**src/rtl/keypad_scanner.sv**
```systemverilog
// Matrix keypad scanner: drives one active-low column at a time, synchronises the
// active-low row lines, and debounces every key independently into a level vector.
module keypad_scanner #(
    parameter int unsigned Rows          = 4,
    parameter int unsigned Cols          = 4,
    parameter int unsigned SettleCycles  = 4,
    parameter int unsigned DebounceScans = 3
) (
    input  logic                   clk_i,
    input  logic                   rst_i,
    input  logic [Rows-1:0]        rows_i,
    output logic [Cols-1:0]        cols_o,
    output logic [Rows*Cols-1:0]   buttons_o,
    output logic                   scan_done_o
);

    localparam int unsigned Keys = Rows * Cols;
    localparam int unsigned ColW = (Cols > 1) ? $clog2(Cols) : 1;
    localparam int unsigned SetW = $clog2(SettleCycles);
    localparam int unsigned CntW = $clog2(DebounceScans + 1);

    localparam logic [SetW-1:0] SettleLast = SetW'(SettleCycles - 1);
    localparam logic [ColW-1:0] ColLast    = ColW'(Cols - 1);
    localparam logic [CntW-1:0] CntLast    = CntW'(DebounceScans - 1);

    logic [Rows-1:0]            rows_meta_q;
    logic [Rows-1:0]            rows_s_q;
    logic [ColW-1:0]            col_q, col_d;
    logic [SetW-1:0]            settle_q, settle_d;
    logic [Keys-1:0]            stable_q, stable_d;
    logic [Keys-1:0][CntW-1:0]  cnt_q, cnt_d;
    logic                       done_q, done_d;

    logic                       sample_en;
    logic [Rows-1:0]            pressed_raw;

    // Rows read active-low; a low row means the key in the driven column is pressed.
    assign pressed_raw = ~rows_s_q;
    assign sample_en   = (settle_q == SettleLast);

    // Scan sequencing: hold each column for SettleCycles clocks, then step to the next.
    always_comb begin
        settle_d = settle_q + SetW'(1);
        col_d    = col_q;
        if (sample_en) begin
            settle_d = '0;
            col_d    = (col_q == ColLast) ? '0 : col_q + ColW'(1);
        end
    end

    // Per-key debounce, applied only to the keys of the column being sampled.
    always_comb begin
        stable_d = stable_q;
        cnt_d    = cnt_q;
        if (sample_en) begin
            for (int unsigned r = 0; r < Rows; r++) begin
                for (int unsigned c = 0; c < Cols; c++) begin
                    if (ColW'(c) == col_q) begin
                        if (pressed_raw[r] == stable_q[r*Cols+c]) begin
                            // An agreeing sample cancels any pending flip.
                            cnt_d[r*Cols+c] = '0;
                        end else if (cnt_q[r*Cols+c] == CntLast) begin
                            stable_d[r*Cols+c] = ~stable_q[r*Cols+c];
                            cnt_d[r*Cols+c]    = '0;
                        end else begin
                            cnt_d[r*Cols+c] = cnt_q[r*Cols+c] + CntW'(1);
                        end
                    end
                end
            end
        end
    end

    // Sweep completes when the last column's sample is folded in.
    always_comb begin
        done_d = sample_en && (col_q == ColLast);
    end

    // State registers with synchronous reset; synchroniser resets to "no key pressed".
    always_ff @(posedge clk_i) begin
        if (rst_i) begin
            rows_meta_q <= '1;
            rows_s_q    <= '1;
            col_q       <= '0;
            settle_q    <= '0;
            stable_q    <= '0;
            cnt_q       <= '0;
            done_q      <= 1'b0;
        end else begin
            rows_meta_q <= rows_i;
            rows_s_q    <= rows_meta_q;
            col_q       <= col_d;
            settle_q    <= settle_d;
            stable_q    <= stable_d;
            cnt_q       <= cnt_d;
            done_q      <= done_d;
        end
    end

    assign cols_o      = ~(Cols'(1) << col_q);
    assign buttons_o   = stable_q;
    assign scan_done_o = done_q;

endmodule

```
**config.mk**
```make
export PLATFORM = sky130hd
export DESIGN_NAME = keypad_scanner
export DESIGN_NICKNAME = d
export VERILOG_FILES = /design/src/rtl/keypad_scanner.sv
export SDC_FILE = /design/constraint.sdc
export NUM_CORES = 1
export LEC_CHECK = 0
export ABC_AREA = 1
export CORE_MARGIN = 10
export CORE_UTILIZATION = 40
export CTS_CLUSTER_DIAMETER = 80
export DETAILED_ROUTE_END_ITERATION = 16
export GPL_ROUTABILITY_DRIVEN = 0
export HOLD_SLACK_MARGIN = 0.15
export PLACE_DENSITY = 0.62
export SLEW_MARGIN = 20
export SYNTH_ARGS = -nofsm -noshare
export SYNTH_HDL_FRONTEND = slang
export SYNTH_SLANG_ARGS = --single-unit
```
**constraint.sdc**
```tcl
create_clock -name clk_i -period 3.1 [get_ports clk_i]
set_input_delay 0.62 -clock clk_i [delete_from_list [all_inputs] [get_ports clk_i]]
set_output_delay 0.62 -clock clk_i [all_outputs]
set_load 0.005 [all_outputs]
```
==> metrics.csv, run 1 <==
metric,value,unit
status,"finished, final reports clean",
Top delay family on crit path,buffers and inverters,
die width,104,um
syn avg cell area,6.64,sq um
DRC violations left,0,
compound-cell area share of the yosys netlist,14.8,%
Buf/Inv on CP,3,
mux cell area share after synthesis,0,%
ratio of cells with drive above 1 in the final layout,5.95,%
Period minus WS final,2230,ps
mapped cell area,2810,sq um
final worst slack,874,ps
Diodes inserted,0,
number of buffers added on ports,26,
main combinational cell family by area after synthesis,simple AND/OR/NAND/NOR gates,
"critical path fanouts, max",4,
PD cells,516,nW/um^2
max_cap viols,0,
RSZ-0062 raised after global routing,false,
top cell type's share of synthesized area,43.4,%
drt pass-1 iters,4,
antenna violations before repair,0,
startpoint class of the critical path,register,
Core ar.,6830,sq um
vias,2494,
adder-cell share of the synthesized area,2.67,%
"area leader, netlist",dfxtp_1,
Sink Count,61,
Synth cell types,15,
syn nets,436,
Resize count post-CTS,0,
Worst Max-Slew Pin Slew,495,ps
TritonCTS clock tree,done,
CP max stage delay,510,ps
register bit count reported by yosys,61,
IO Pins,27,
Num CTS Buffers,9,
clock root buffer,clkbuf_8,
TNS Setup,0,ps
simple-gate portion of the synthesized area,27.7,%
Area Overhead vs Synth,19.9,%
WS Path Type,register to primary output,
Initial Utilization,41.2,%
dpl cells,534,
worst skew pair latency,330,ps
CP arrival,1610,ps
achievable frequency,0.449,GHz
Peak VDD IR,295,uV
slowest CP cell,clkdlybuf4s50_1,
clock slew at reported path FFs,70,ps
pre-CTS WS,870,ps
"EDFF count, synth",0,
fraction of registers with async set/reset,0,%
Fin. Hold Viols,0,
"Seq/Total Area, Yosys",43.4,%
synth cell count leaders,"nand2_1 (102), nor2_1 (66), inv_1 (65)",
Die H,104,um
# hold bufs at CTS,0,
drt via density,4.53,
synth warn,0,
most frequent cell after synthesis,nand2_1,
DR iter-0 viols,108,
nets,461,
antenna-violating nets left,0,
gr usage total,11.1,%
CTS max path bufs,2,
clock skew,6.65,ps
Post-DP HPWL,4260,um
first-pass GRT wire length,10000,um
Slew HR,66.9,%
Worst Setup End Kind,primary output,
Static Leak,1.38,nW
FP Rows,30,
setup violators final,0,
XOR/XNOR share of the synthesized area,0,%
Post-synth top flop,dfxtp_1,
pin count of the biggest net entering global routing,25,
routed length per instance,11.0,um
cells along the critical path,inv_1 > ha_1 > inv_1 > clkdlybuf4s50_1,
crit-path most repeated cell,inv_1,
utilization after layout,49.4,%
H-tree level count,3,
Non-Filler Instances,550,
Overflow after GRT,0,
# Post-CTS Setup Buffers,0,
vias in the first global route,2202,
Hold Path Class,register to register,
Area contributors post-synth,"dfxtp_1 (43%), nand2_1 (14%), a21oi_1 (8.9%)",
fin. max-slew vios,0,
Critical Path RT,2480,ps
Gate Count Post-Synth,424,
crit share post-route,71.8,%
DIE AREA,10800,sq um
final wirelength,6070,um
cell families after synthesis:
group,after synthesis
buffers and inverters,79
and+or+nand+nor,195
AOI/OAI and AO/OA,83
DFF,61
adders and majority gates,6
final timing paths:
kind | startpoint | to | slack, ps | cells after the start
setup / recovery | col_q[0] | cols_o[0] | 870 | 4
hold / removal | rows_meta_q[1] | rows_s_q[1] | 410 | 1
setup reg to reg | col_q[0] | buttons_o[14] | 1370 | 6
hold reg to reg | rows_meta_q[1] | rows_s_q[1] | 410 | 1
layout make-up:
cell class              instances  area, sq um
repair buffers                 28          275
clock inverters                 3         65.1
fillers                       690         3460
well taps                      96          120
clock buffers                  13          179
multi-input cells             284         1270
inverters                      65          244
flip-flops and latches         61         1220
cell usage in the layout, fill, tap and decap left out, drive strengths merged, types with 8 or more instances in the layout:
cell	netlist	routed
o21ai	33	33
nand2	103	103
inv	65	65
or2	8	8
clkdlybuf4s50	0	26
a21oi	50	50
nand3	16	16
nor2	66	66
dfxtp	61	61
clkbuf	8	13
per-stage QoR:
stage	instance area, sq um	hold slack (ps)	power, mW
final	3370	410	1.74
after global routing	3370	427	1.80
after CTS	3370	412	1.76
after detailed placement	3130	396	0.912
after global placement	3130	394	0.910
after floorplan	2810	389	0.881
layer usage:
layer,global-route usage [%],wire (um),up-vias
met5,0,0,-
met4,4.47,97,0
met3,3.59,342,8
met2,17.6,2650,46
met1,13.5,2970,1084
li1,-,-,1356
registers in the layout, indices dropped and copies added (netlist names):
name         flops
settle_q         2
rows_meta_q      4
buttons_o       16
col_q            2
rows_s_q         4
scan_done_o      1
cnt_q           32
power breakdown:
group	internal [mW]	total [mW]	switching (mW)
logic	0.0356	0.0870	0.0514
registers	0.794	0.806	0.0114
clock network	0.540	0.847	0.308
total	1.37	1.74	0.370
Power figures use the tool's default switching activity.
==> inputs of run 2 (changes only) <==
- PLACE_DENSITY: 0.62 -> 0.64
- clock period: 3.1 -> 1.9 ns (I/O delays scaled with it)
==> run 2 against run 1 <==
Compared with the run above: power up 65%; critical endpoint unchanged; final cell count up 1.5%; hold slack worse by 2.7 ps; die area unchanged; highest routed layer unchanged; sequential power up 63%; critical path type unchanged; largest cell class unchanged; register-to-register slack worse by 940 ps; combinational power up 82%.
==> metrics.csv, run 2 (synthesized netlist as in run 1, its figures left out) <==
metric,value,unit,change
TritonCTS clock tree,done,,
Diodes inserted,0,,unchanged
Worst Hold End,rows_s_q[0],,
reg-to-reg endpoint,cnt_q[16],,
largest register by flop count,cnt_q,,
max reg flops,32,,unchanged
antenna violations before repair,0,,unchanged
Design Power,2.87,mW,+65%
Initial Utilization,41.2,%,unchanged
vias in the first global route,2320,,+5.4%
Period minus WS final,1680,ps,
Post-DP HPWL,4110,um,-3.6%
Overflow after GRT,0,,unchanged
CP arrival,1300,ps,-310 ps
gr usage total,11.6,%,+0.49 points
pin count of the biggest net entering global routing,50,,+100%
H-tree level count,3,,unchanged
Area Overhead vs Synth,22.6,%,
RR Startpoint,settle_q[0],,
most frequent cells in the layout,"nand2_1 (102), nor2_1 (66), inv_1 (65)",,
Resize count post-CTS,5,,+5
setup violators final,0,,unchanged
Die H,104,um,unchanged
Static Leak,1.41,nW,+2.6%
# hold bufs at CTS,0,,unchanged
final wirelength,5960,um,-1.7%
DR iter-0 viols,125,,+16%
fin. max-slew vios,0,,unchanged
clock root buffer,clkbuf_8,,
"critical path fanouts, max",4,,unchanged
# Post-CTS Setup Buffers,0,,unchanged
Worst Setup End Kind,primary output,,
Sink Count,61,,unchanged
antenna-violating nets left,0,,unchanged
TNS Setup,0,ps,unchanged
R2R setup slack,430,ps,-940 ps
pre-CTS WS,261,ps,-609 ps
Storage cell area,1220,sq um,+0.20%
drt via density,4.48,,-1.2%
number of buffers added on ports,26,,unchanged
Slew HR,81.7,%,+15 points
FP Rows,30,,unchanged
final worst slack,223,ps,-651 ps
worst skew pair latency,340,ps,about the same
Num CTS Buffers,9,,unchanged
"most common cell after layout, fill and taps aside",nand2_1,,
routed length per instance,10.7,um,-3.1%
DIE AREA,10800,sq um,unchanged
worst hold path startpoint,rows_meta_q[0],,
nets,469,,+1.7%
Core ar.,6830,sq um,unchanged
met2 Use GR,18.5,%,+0.90 points
Peak VDD IR,511,uV,+73%
clock skew,7.99,ps,+1.34 ps
Hold Crit Depth,1,,unchanged
CTS max path bufs,2,,unchanged
ratio of cells with drive above 1 in the final layout,7.79,%,+1.8 points
Hold Path Class,register to register,,
achievable frequency,0.596,GHz,
Fin. Hold Viols,0,,unchanged
crit share post-route,88.2,%,
area occupied by multi-input gates,1270,sq um,+0.20%
global routing's busiest layer,met2,,
Worst Max-Slew Pin Slew,274,ps,-222 ps
PD cells,831,nW/um^2,+61%
RSZ-0062 raised after global routing,false,,
clock slew at reported path FFs,70,ps,about the same
vias,2501,,+0.28%
startpoint class of the critical path,register,,
Critical Path RT,1520,ps,-960 ps
first-pass GRT wire length,10400,um,+4.1%
drt pass-1 iters,4,,unchanged
Reg2Reg Depth,6,,unchanged
max_cap viols,0,,unchanged
met3 GRT Util,5.02,%,+1.4 points
DRC violations left,0,,unchanged
IO Pins,27,,unchanged
die width,104,um,unchanged
fillers,682,,-1.2%
routing usage on met1,13.3,%,-0.22 points
WS Path Type,register to primary output,,
status,"finished, final reports clean",,
## run 2: changes by cell type in the layout (fill, tap and decap cells not counted)
cell and change:
ha_1 -1, clkbuf_1 +2, clkdlybuf4s50_1 -4, clkbuf_8 -3, buf_4 +7, ha_2 +1
buf_12 +1, dfxtp_1 -2, dfxtp_2 +2, dlygate4sd2_1 +2, dlymetal6s2s_1 +2, bufinv_16 +1
## run 2: worst max path at each step
stage                     cells after the start  slack, ps      from            end
after detailed placement                      4        260  col_q[0]      cols_o[0]
after CTS                                     4          4  col_q[1]      cols_o[1]
final                                         4        220  col_q[0]      cols_o[0]
after global placement                        4        260  col_q[0]      cols_o[0]
after global routing                          4        110  col_q[0]      cols_o[0]
after floorplan                               6        640  col_q[0]  buttons_o[10]
## run 2: per-stage QoR
step	hold WS, ps	instance area [sq um]	cells	util (%)
floorplan	389	2810	424	-
global placement	391	3200	542	46.9
detailed placement	393	3200	542	46.9
CTS	410	3450	558	50.4
global route	425	3450	558	50.5
finish	408	3450	558	50.5
## run 2: final cells by class
class | instances | area share [%]
tap | 96 | 3.48
sequential | 61 | 35.5
multi-input combinational | 284 | 36.9
clock buffer | 12 | 4.21
timing repair buffer | 36 | 10.2
inverter | 65 | 7.07
clock inverter | 4 | 2.76
## run 2: power by group
group | internal, mW | total (mW) | switching, mW
combinational | 0.0640 | 0.158 | 0.0939
sequential | 1.30 | 1.31 | 0.00926
clock | 0.906 | 1.40 | 0.496
## run 2: layer usage
layer	wire length, um	vias to the layer above	share of wire, %
met2	2660	52	45
li1	-	1370	-
met4	114	0	1.9
met5	0	-	0
met1	2790	1067	47
met3	398	12	6.7
## run 2: critical path, stage by stage, from the launching register on
cell           delay (ps)
dfxtp_2               350
inv_1                  70
ha_1                  220
inv_1                  80
dlygate4sd2_1         240
